File: config.mk
export PLATFORM = sky130hd
export DESIGN_NAME = spi_cmd_sched_flat
export DESIGN_NICKNAME = d
export VERILOG_FILES = /design/src/rtl/spi_cmd_sched_pkg.sv /design/src/rtl/spi_cmd_sched_if.sv /design/src/rtl/spi_cmd_fifo.sv /design/src/rtl/spi_cmd_sched.sv /design/src/flat_wrapper.sv
export SDC_FILE = /design/constraint.sdc
export NUM_CORES = 1
export LEC_CHECK = 0
export ABC_AREA = 1
export CORE_MARGIN = 2
export CORE_UTILIZATION = 45
export DETAILED_ROUTE_END_ITERATION = 16
export GPL_TIMING_DRIVEN = 0
export HOLD_SLACK_MARGIN = 0.05
export PLACE_DENSITY = 0.64
export SYNTH_ARGS = -nofsm -noshare
export SYNTH_HDL_FRONTEND = slang
export SYNTH_SLANG_ARGS = --single-unit
export TNS_END_PERCENT = 5
File: constraint.sdc
create_clock -name clk -period 2.6 [get_ports clk]
set_clock_uncertainty 0.05 [all_clocks]
set_input_delay 0.52 -clock clk [delete_from_list [all_inputs] [get_ports clk]]
set_output_delay 0.52 -clock clk [all_outputs]
set_load 0.01 [all_outputs]
File: src/rtl/spi_cmd_sched_pkg.sv
// Shared definitions for the SPI command scheduler: FSM states, command field
// positions and a counter-width helper.
package spi_cmd_sched_pkg;

    typedef enum logic [2:0] {
        SCH_IDLE  = 3'd0,
        SCH_ISSUE = 3'd1,
        SCH_WLOW  = 3'd2,
        SCH_WHIGH = 3'd3,
        SCH_DELAY = 3'd4
    } sch_state_t;

    localparam int unsigned OP_DELAY = 10;
    localparam int unsigned OP_PWR   = 9;
    localparam int unsigned OP_DC    = 8;
    localparam int unsigned CMD_W    = 11;
    localparam int unsigned DIN_W    = 10;

    // Counter width able to hold 0..n-1, never narrower than one bit.
    function automatic int unsigned cnt_width(input int unsigned n);
        return (n > 1) ? $clog2(n) : 1;
    endfunction

endpackage

File: src/rtl/spi_cmd_sched_if.sv
// CPU-side command port, SPI driver handshake and status flags of the scheduler.
interface spi_cmd_sched_if
    import spi_cmd_sched_pkg::*;
#(
    parameter int unsigned DEPTH = 16
);
    logic                   wr_en;
    logic [CMD_W-1:0]       wr_data;
    logic                   clr_err;
    logic                   spi_cs_n;
    logic                   spi_start;
    logic [DIN_W-1:0]       spi_din;
    logic [$clog2(DEPTH):0] level;
    logic                   full;
    logic                   busy;
    logic                   ovf;
    logic                   tmo;

    modport master (
        output wr_en, wr_data, clr_err, spi_cs_n,
        input  spi_start, spi_din, level, full, busy, ovf, tmo
    );

    modport slave (
        input  wr_en, wr_data, clr_err, spi_cs_n,
        output spi_start, spi_din, level, full, busy, ovf, tmo
    );
endinterface

File: src/rtl/spi_cmd_fifo.sv
// Synchronous circular-buffer FIFO with wrapping pointers and an occupancy count.
module spi_cmd_fifo #(
    parameter int unsigned DEPTH = 16,
    parameter int unsigned WIDTH = 11
) (
    input  logic                   clk,
    input  logic                   reset,
    input  logic                   push,
    input  logic                   pop,
    input  logic [WIDTH-1:0]       push_data,
    output logic [WIDTH-1:0]       pop_data,
    output logic [$clog2(DEPTH):0] level,
    output logic                   full,
    output logic                   empty
);
    localparam int unsigned AW = $clog2(DEPTH);

    logic [WIDTH-1:0] mem [DEPTH];
    logic [AW-1:0]    rd_ptr;
    logic [AW-1:0]    wr_ptr;
    logic             do_push;
    logic             do_pop;

    // Full is judged on the pre-pop level, so a push into a full FIFO drops even if it pops.
    assign full     = (level == (AW+1)'(DEPTH));
    assign empty    = (level == '0);
    assign do_push  = push && !full;
    assign do_pop   = pop && !empty;
    assign pop_data = mem[rd_ptr];

    always_ff @(posedge clk) begin
        if (reset) begin
            rd_ptr <= '0;
            wr_ptr <= '0;
            level  <= '0;
        end else begin
            if (do_push) wr_ptr <= wr_ptr + 1'b1;
            if (do_pop)  rd_ptr <= rd_ptr + 1'b1;
            case ({do_push, do_pop})
                2'b10:   level <= level + 1'b1;
                2'b01:   level <= level - 1'b1;
                default: ;
            endcase
        end
    end

    always_ff @(posedge clk) begin
        if (do_push) mem[wr_ptr] <= push_data;
    end

endmodule

File: src/rtl/spi_cmd_sched.sv
// Command queue and sequencer for the PMOD OLED SPI driver: issues queued bytes as
// start pulses, tracks completion via cs_ and inserts tick-based delays.
module spi_cmd_sched
    import spi_cmd_sched_pkg::*;
#(
    parameter int unsigned DEPTH    = 16,
    parameter int unsigned TICK_DIV = 6250,
    parameter int unsigned LOW_TO   = 4
) (
    input  logic           clk,
    input  logic           reset,
    spi_cmd_sched_if.slave bus
);
    localparam int unsigned PRE_W = cnt_width(TICK_DIV);
    localparam int unsigned TO_W  = cnt_width(LOW_TO);

    sch_state_t       state;
    logic [CMD_W-1:0] head;
    logic             pwr;
    logic [7:0]       ticks;
    logic [PRE_W-1:0] pre;
    logic [TO_W-1:0]  wait_cnt;
    logic             pop;
    logic             empty;
    logic             fifo_full;
    logic             ovf_set;
    logic             tmo_set;

    assign pop      = (state == SCH_IDLE) && !empty;
    assign ovf_set  = bus.wr_en && fifo_full;
    assign tmo_set  = (state == SCH_WLOW) && bus.spi_cs_n && (wait_cnt == TO_W'(LOW_TO - 1));
    assign bus.full = fifo_full;
    assign bus.busy = (state != SCH_IDLE) || !empty;

    spi_cmd_fifo #(
        .DEPTH (DEPTH),
        .WIDTH (CMD_W)
    ) u_fifo (
        .clk       (clk),
        .reset     (reset),
        .push      (bus.wr_en),
        .pop       (pop),
        .push_data (bus.wr_data),
        .pop_data  (head),
        .level     (bus.level),
        .full      (fifo_full),
        .empty     (empty)
    );

    always_ff @(posedge clk) begin
        if (reset) begin
            state         <= SCH_IDLE;
            bus.spi_start <= 1'b0;
            bus.spi_din   <= '0;
            pwr           <= 1'b0;
            ticks         <= '0;
            pre           <= '0;
            wait_cnt      <= '0;
        end else begin
            bus.spi_start <= 1'b0;
            unique case (state)
                SCH_IDLE: begin
                    if (!empty) begin
                        pwr      <= head[OP_PWR];
                        ticks    <= head[7:0];
                        pre      <= '0;
                        wait_cnt <= '0;
                        if (head[OP_DELAY]) begin
                            state <= SCH_DELAY;
                        end else begin
                            // Start is registered here so the pulse coincides with ISSUE.
                            state         <= SCH_ISSUE;
                            bus.spi_start <= 1'b1;
                            bus.spi_din   <= {head[OP_PWR], head[OP_DC], head[7:0]};
                        end
                    end
                end
                SCH_ISSUE: state <= pwr ? SCH_IDLE : SCH_WLOW;
                SCH_WLOW: begin
                    if (!bus.spi_cs_n)  state    <= SCH_WHIGH;
                    else if (tmo_set)   state    <= SCH_IDLE;
                    else                wait_cnt <= wait_cnt + 1'b1;
                end
                SCH_WHIGH: begin
                    if (bus.spi_cs_n) state <= SCH_IDLE;
                end
                SCH_DELAY: begin
                    // One extra cycle at ticks==0 makes a zero-tick delay take exactly one cycle.
                    if (ticks == '0) begin
                        state <= SCH_IDLE;
                    end else if (pre == PRE_W'(TICK_DIV - 1)) begin
                        pre   <= '0;
                        ticks <= ticks - 1'b1;
                    end else begin
                        pre <= pre + 1'b1;
                    end
                end
                default: state <= SCH_IDLE;
            endcase
        end
    end

    always_ff @(posedge clk) begin
        if (reset) begin
            bus.ovf <= 1'b0;
            bus.tmo <= 1'b0;
        end else begin
            if (ovf_set)          bus.ovf <= 1'b1;
            else if (bus.clr_err) bus.ovf <= 1'b0;
            if (tmo_set)          bus.tmo <= 1'b1;
            else if (bus.clr_err) bus.tmo <= 1'b0;
        end
    end

endmodule

File: src/flat_wrapper.sv
// flat-port wrapper written by rule: the top's interface ports become plain ports
module spi_cmd_sched_flat import spi_cmd_sched_pkg::*;
#(
    parameter int unsigned DEPTH    = 16,
    parameter int unsigned TICK_DIV = 6250,
    parameter int unsigned LOW_TO   = 4
)
  (clk, reset, bus_wr_en, bus_wr_data, bus_clr_err, bus_spi_cs_n, bus_spi_start, bus_spi_din, bus_level, bus_full, bus_busy, bus_ovf, bus_tmo);
  spi_cmd_sched_if #(.DEPTH(DEPTH)) bus_i ();
  input  logic clk;
  input  logic reset;
  input wire logic [$bits(bus_i.wr_en)-1:0] bus_wr_en;
  input wire logic [$bits(bus_i.wr_data)-1:0] bus_wr_data;
  input wire logic [$bits(bus_i.clr_err)-1:0] bus_clr_err;
  input wire logic [$bits(bus_i.spi_cs_n)-1:0] bus_spi_cs_n;
  output wire logic [$bits(bus_i.spi_start)-1:0] bus_spi_start;
  output wire logic [$bits(bus_i.spi_din)-1:0] bus_spi_din;
  output wire logic [$bits(bus_i.level)-1:0] bus_level;
  output wire logic [$bits(bus_i.full)-1:0] bus_full;
  output wire logic [$bits(bus_i.busy)-1:0] bus_busy;
  output wire logic [$bits(bus_i.ovf)-1:0] bus_ovf;
  output wire logic [$bits(bus_i.tmo)-1:0] bus_tmo;
  assign bus_i.wr_en = bus_wr_en;
  assign bus_i.wr_data = bus_wr_data;
  assign bus_i.clr_err = bus_clr_err;
  assign bus_i.spi_cs_n = bus_spi_cs_n;
  assign bus_spi_start = bus_i.spi_start;
  assign bus_spi_din = bus_i.spi_din;
  assign bus_level = bus_i.level;
  assign bus_full = bus_i.full;
  assign bus_busy = bus_i.busy;
  assign bus_ovf = bus_i.ovf;
  assign bus_tmo = bus_i.tmo;
  spi_cmd_sched #(.DEPTH(DEPTH), .TICK_DIV(TICK_DIV), .LOW_TO(LOW_TO)) u_core (.clk(clk), .reset(reset), .bus(bus_i));
endmodule
* Word-level counts from Yosys, hierarchy flattened
Memories as Yosys holds them, arrays and structs flattened. A register that Yosys moved wholly into a read port is not among the register bits.
Cells that the tools add are included.
** Word-level totals
- Logic and storage cells :: 94
- Register bits :: 53
- Memories :: 1
- Input bits :: 16
- RAM bits :: 176
- Output and inout port bits :: 20
** Operators by class
- Reduce and logical (&&, ||, !) cells :: 25
- Bitwise gates (word level) :: 3
- Equal/unequal tests :: 17
- Multiplexer cells :: 29
- Add/sub/neg operators :: 7
** Memory list
- u_core.u_fifo.mem :: words 16, width 11, read ports 1, clocked after memory_dff 1, wr ports 1, line spi_cmd_fifo.sv:18 : logic [WIDTH-1:0] mem [DEPTH];
** Operators with widths (count)
- 2-to-1 mux 13 bit :: 3
- case mux 13 bit (2 select lines) :: 1
- 2-to-1 mux 8 bit :: 3
- 2-to-1 mux 3 bit :: 6
- case mux 8 bit (2 select lines) :: 1
- case mux 3 bit (5 select lines) :: 1
- adder 13 x 1 -> 13 bit (second input constant) :: 1
- == test 13 bit (second input constant) :: 1
- AND reduction 4 bit :: 3
- != test 2 bit (second input constant) :: 5
- case mux 5 bit (2 select lines) :: 1
- nonzero test 2 bit :: 5
- adder 4 x 1 -> 4 bit (second input constant) :: 2
- zero test 8 bit :: 1
- 2-to-1 mux 2 bit :: 4
- 2-to-1 mux 4 bit :: 2
- subtractor 8 x 1 -> 8 bit (second input constant) :: 1
- == test 3 x 2 -> 1 bit (second input constant) :: 2
- logical AND 1 bit :: 6
- 2-to-1 mux 1 bit :: 6
- AND reduction 3 bit :: 2
- adder 5 x 1 -> 5 bit (second input constant) :: 1
- == test 5 bit (second input constant) :: 1
- zero test 5 bit :: 1
- 16 further kinds :: 21

* Logic depth before layout (Yosys ltp)
- Depth after elaboration :: 6
- Depth in mapped cells :: 16

* By module
Synthesis repeated with hierarchy kept, for this count alone.
** Second synthesis, totals
- Cells, all modules :: 922
- Area, all modules :: 10229.8 µm²
** Modules (own cells, without submodules)
- spi_cmd_fifo :: area an instance 8027.7 µm², cells an instance 603, times used 1, seq. area each 5625.4 µm²
- spi_cmd_sched :: area an instance 2202.1 µm², cells an instance 319, times used 1, seq. area each 800.8 µm²

* Least setup slack after synthesis
OpenSTA, ideal clock, no wires.
- Kind :: flip-flop to flip-flop
- From :: register u_core.u_fifo.level[0]
- To :: register u_core.u_fifo.level[2]
- Path buffers :: 1
- Data required time :: 2435 ps
- Slack :: 465 ps
- Arrival time :: 1970 ps
- Stages on the path, launching flop included :: 14
- Path through :: dfxtp_1 -> nor2_1 -> nand3_2 -> nand2_4 -> inv_4 -> ha_1 -> clkbuf_1 -> xor2_1 -> ha_1 -> inv_1 -> nand2_1 -> xor2_1 -> o21ai_0 -> inv_1
** On the way
- Word-level cells in the longest chain between the ends :: 6
- Elaborated cells between the ends (all ways) :: 13
- Classes of those cells :: add/sub (2); eq/ne (3); mux (1); reduce/logical (7)
** Ends and longest elaborated chain
- start: declaration :: line spi_cmd_fifo.sv:12 : output logic [$clog2(DEPTH):0] level,
- start signal: assignment :: line spi_cmd_fifo.sv:40 : 2'b10: level <= level + 1'b1;
- start signal: assignment :: line spi_cmd_fifo.sv:41 : 2'b01: level <= level - 1'b1;
- zero test 5 bit * :: line spi_cmd_fifo.sv:26 : assign empty = (level == '0);
- zero test 1 bit * :: line spi_cmd_sched.sv:29 : assign pop = (state == SCH_IDLE) && !empty;
- logical AND 1 bit * :: line spi_cmd_sched.sv:29
- via u_core.pop :: line spi_cmd_sched.sv:23 : logic pop;
- logical AND 1 bit * :: line spi_cmd_fifo.sv:28 : assign do_pop = pop && !empty;
- == test 2 x 1 -> 1 bit / == test 2 bit (equally long branches) :: line spi_cmd_fifo.sv:39 : case ({do_push, do_pop})
- case mux 5 bit (2 select lines) / nonzero test 2 bit (equally long branches)
Mark *: on every way through the listed nets, which the timed path passes. The rest lies on a longest branch.
A chain may end at the register's enable or synchronous reset.

* Worst setup path in the final report
- From :: register u_core.u_fifo.level[1]
- To :: output port bus_busy
** On the way
- Word-level cells in the longest chain between the ends :: 3
** Ends and longest elaborated chain
- zero test 5 bit :: line spi_cmd_fifo.sv:26
- zero test 1 bit :: line spi_cmd_sched.sv:33 : assign bus.busy = (state != SCH_IDLE) || !empty;
- logical OR 1 bit :: line spi_cmd_sched.sv:33
- end: declaration :: line flat_wrapper.sv:20 : output wire logic [$bits(bus_i.busy)-1:0] bus_busy;
No other way between the ends.

==> metrics.txt <==
Post-CTS Hold Buffers 0; Tmin final 2500 ps; root buffer cell clkbuf_16; CP required 2030 ps; Top FF cell, synth edfxtp_1; clock slew at reported path FFs 60 ps; type of destination of the critical path output port; row count 54; gr ovfl total 0; Hold WS 412 ps; synthesized net count 989; #FFs+latches synth 233; clock share of power 0.264; wire length on met1 11200 um; IO buf count 34; share of layout cells above drive strength 1 0.0927; EDFF count, synth 176; most frequent cell after synthesis nor2_1; initial antenna violation count 0; Comb pwr share 0.365; ANT nets after route 0; fin nets 1058; Die Span Y 153 um; Worst-Margin Slew 1020 ps; Avg Inst Size Synth 10.3 sq um; Max-slew headroom 0.318; Tcrit/Tclk final 0.961; status completed; Arr. time, crit path 1930 ps; CP delay by family, top simple AND/OR/NAND/NOR gates; yosys warns 0; Mapped Area 9940 sq um; via count 7199; hold depth 2; Total Power 12.2 mW; f_max 0.400 GHz; post-synth top area share 0.532; Starting Density 0.457; Hold Startpoint u_core.ticks[7]; Setup TNS 0 ps; commonest cells in the synthesized netlist nor2_1 (185), edfxtp_1 (176), nand2_1 (120); WL met2 11400 um; Core Box Area 21800 sq um; post-DP HPWL 16500 um; Ports 36; synth top area cells edfxtp_1 (53%), dfxtp_1 (11%), nor2_1 (7.0%); path type of the worst min-delay path register to register; NetSw 4.50 mW; crit path max-delay cell type clkdlybuf4s50_1; Area growth syn-to-layout 15.6%; MaxCap Viol Count 0; worst-case reg-to-reg path depth 7; Via density 5.43; Die Footprint 23300 sq um; part of the power in registers 0.371; FF-to-FF End u_core.u_fifo.mem[11][6]; post-synth cell types 39; CP bufs+invs 2; Multi-input gate area 2990 sq um; Top Layer Used met4; TritonCTS clock tree built; Leak 4.19 nW; Clock Path Buffers 3; GRT Util Overall 0.215; final design area excluding fillers 11500 sq um; met3 routed WL 1670 um; drt drc 0; WL final 25300 um; Switching Share 0.369; crit-path max FO 6; Die W 153 um; Fin. Hold Viols 0; placed cells 1280; # diodes 0; Crit path largest cell delay 470 ps; Worst-Skew Late Latency 520 ps; Hold Path Sink u_core.ticks[7]; CP Cell Sequence nor2_1 -> nand3_2 -> nor2_2 -> inv_1 -> clkdlybuf4s50_1; H-Tree Depth 1; cell count after synthesis 961; area leader, netlist edfxtp_1; first-pass GRT wire length 38500 um; startpoint types register; largest net degree at the start of global routing 17; ratio of total power to cell area 1060 nW/um^2; Final setup viols 0; Worst VDD drop 578 uV; Int Pwr 7.71 mW; RD Place Congestion 0.827; Critical R2R Launch u_core.u_fifo.level[0]; Crit Path Category register to output port; dpl cell area 10700 sq um; flop2flop setup slack 180 ps; wire per inst 19.1 um; final cell count without fillers 1326; First DRT Iteration DRCs 783; Synth async-reset ratio 0; first-pass iteration count of the detailed router 5; Storage cell area 6430 sq um; vias in the first global route 6783; register area share after synthesis 0.647; Fill cells 1912; CTS buffer count 25; fin. max-slew vios 0; CTS sink count 233
-- cells in the final DEF, fill, tap and decap left out, types with 12 or more instances in the layout --
cell type / Yosys / final
inv_1: 79 / 79
a21oi_1: 35 / 35
nand3_1: 62 / 62
nand2_1: 120 / 119
edfxtp_1: 176 / 176
clkbuf_1: 19 / 25
o211ai_1: 33 / 33
ha_1: 12 / 12
nor2_1: 185 / 171
clkbuf_16: 0 / 25
dfxtp_1: 57 / 57
clkdlybuf4s50_1: 0 / 34
nor2_2: 1 / 15
o21ai_0: 98 / 98
-- through the flow --
| stage | worst slack, ps | util |
|---|---|---|
| after floorplan | 465 | - |
| after global placement | -541 | 0.489 |
| after detailed placement | -493 | 0.492 |
| after CTS | 21.7 | 0.527 |
| after global routing | -2.05 | 0.528 |
| final | 102 | 0.528 |
-- cell type report --
cell class              count  share of cell area
plain buffers              44              0.0216
clock inverters             8             0.00370
clock buffers              35              0.0601
multi-input cells         602               0.260
repair buffers             42              0.0371
well taps                 280              0.0305
flip-flops and latches    233               0.559
inverters                  82              0.0272
-- flip-flops by register name, summed over array words and instances, names as in the netlist, named ones only --
name                  count
u_core.ticks              8
u_core.bus.ovf            1
u_core.bus.tmo            1
u_core.pre               13
u_core.pwr                1
u_core.bus.spi_din       10
u_core.state              3
u_core.u_fifo.rd_ptr      4
u_core.u_fifo.wr_ptr      4
u_core.u_fifo.mem       176
u_core.wait_cnt           2
u_core.bus.spi_start      1
u_core.u_fifo.level       5
-- routing by layer --
metal  track usage  up-vias
met5             0        -
met4        0.0895        0
met3        0.0276       60
met2         0.335      263
met1         0.305     3428
li1              -     3448
-- what timing repair did --
item,4_1_cts,5_1_grt
pin swaps,0,2
endpoints found under the setup margin,89,2
cloned,0,0
setup buffers,0,3
gates resized for setup,9,2
-- tightest hold or removal path: cells and delay by family, from the launching register on --
| family | cells | cell delay, ps |
|---|---|---|
| DFF | 1 | 310 |
| and+or+nand+nor | 2 | 110 |
-- power groups by stage --
stage	Sequential (mW)	Combinational, mW	Clock [mW]
after detailed placement	4.61	4.37	0
after floorplan	4.61	2.93	0
final	4.53	4.46	3.22
after CTS	4.53	4.40	3.26
after global placement	4.60	4.33	0
after global routing	4.57	4.97	3.41
-- cells by family after synthesis --
| family | Yosys count | synth area share |
|---|---|---|
| AO/OA/AOI/OAI | 181 | 0.103 |
| XOR/XNOR | 9 | 0.00793 |
| adder cells (fa/ha/maj) | 12 | 0.0151 |
| buffers and inverters | 126 | 0.0564 |
| flip-flops | 233 | 0.647 |
| AND/OR/NAND/NOR | 400 | 0.171 |
-- worst max-delay path by stage --
stage                      startpoint                      end  slack, ps  cells past startpoint
3_5_place_dp                bus_wr_en  u_core.u_fifo.mem[3][5]       -490                      5
3_3_place_gp                bus_wr_en  u_core.u_fifo.mem[5][3]       -540                      5
4_1_cts        u_core.u_fifo.level[0]                 bus_busy         20                      5
6_report       u_core.u_fifo.level[1]                 bus_busy        100                      5
5_1_grt        u_core.u_fifo.level[1]                 bus_busy         -2                      5
2_1_floorplan  u_core.u_fifo.level[0]   u_core.u_fifo.level[2]        460                     13
(Power assumes the default switching activity.)
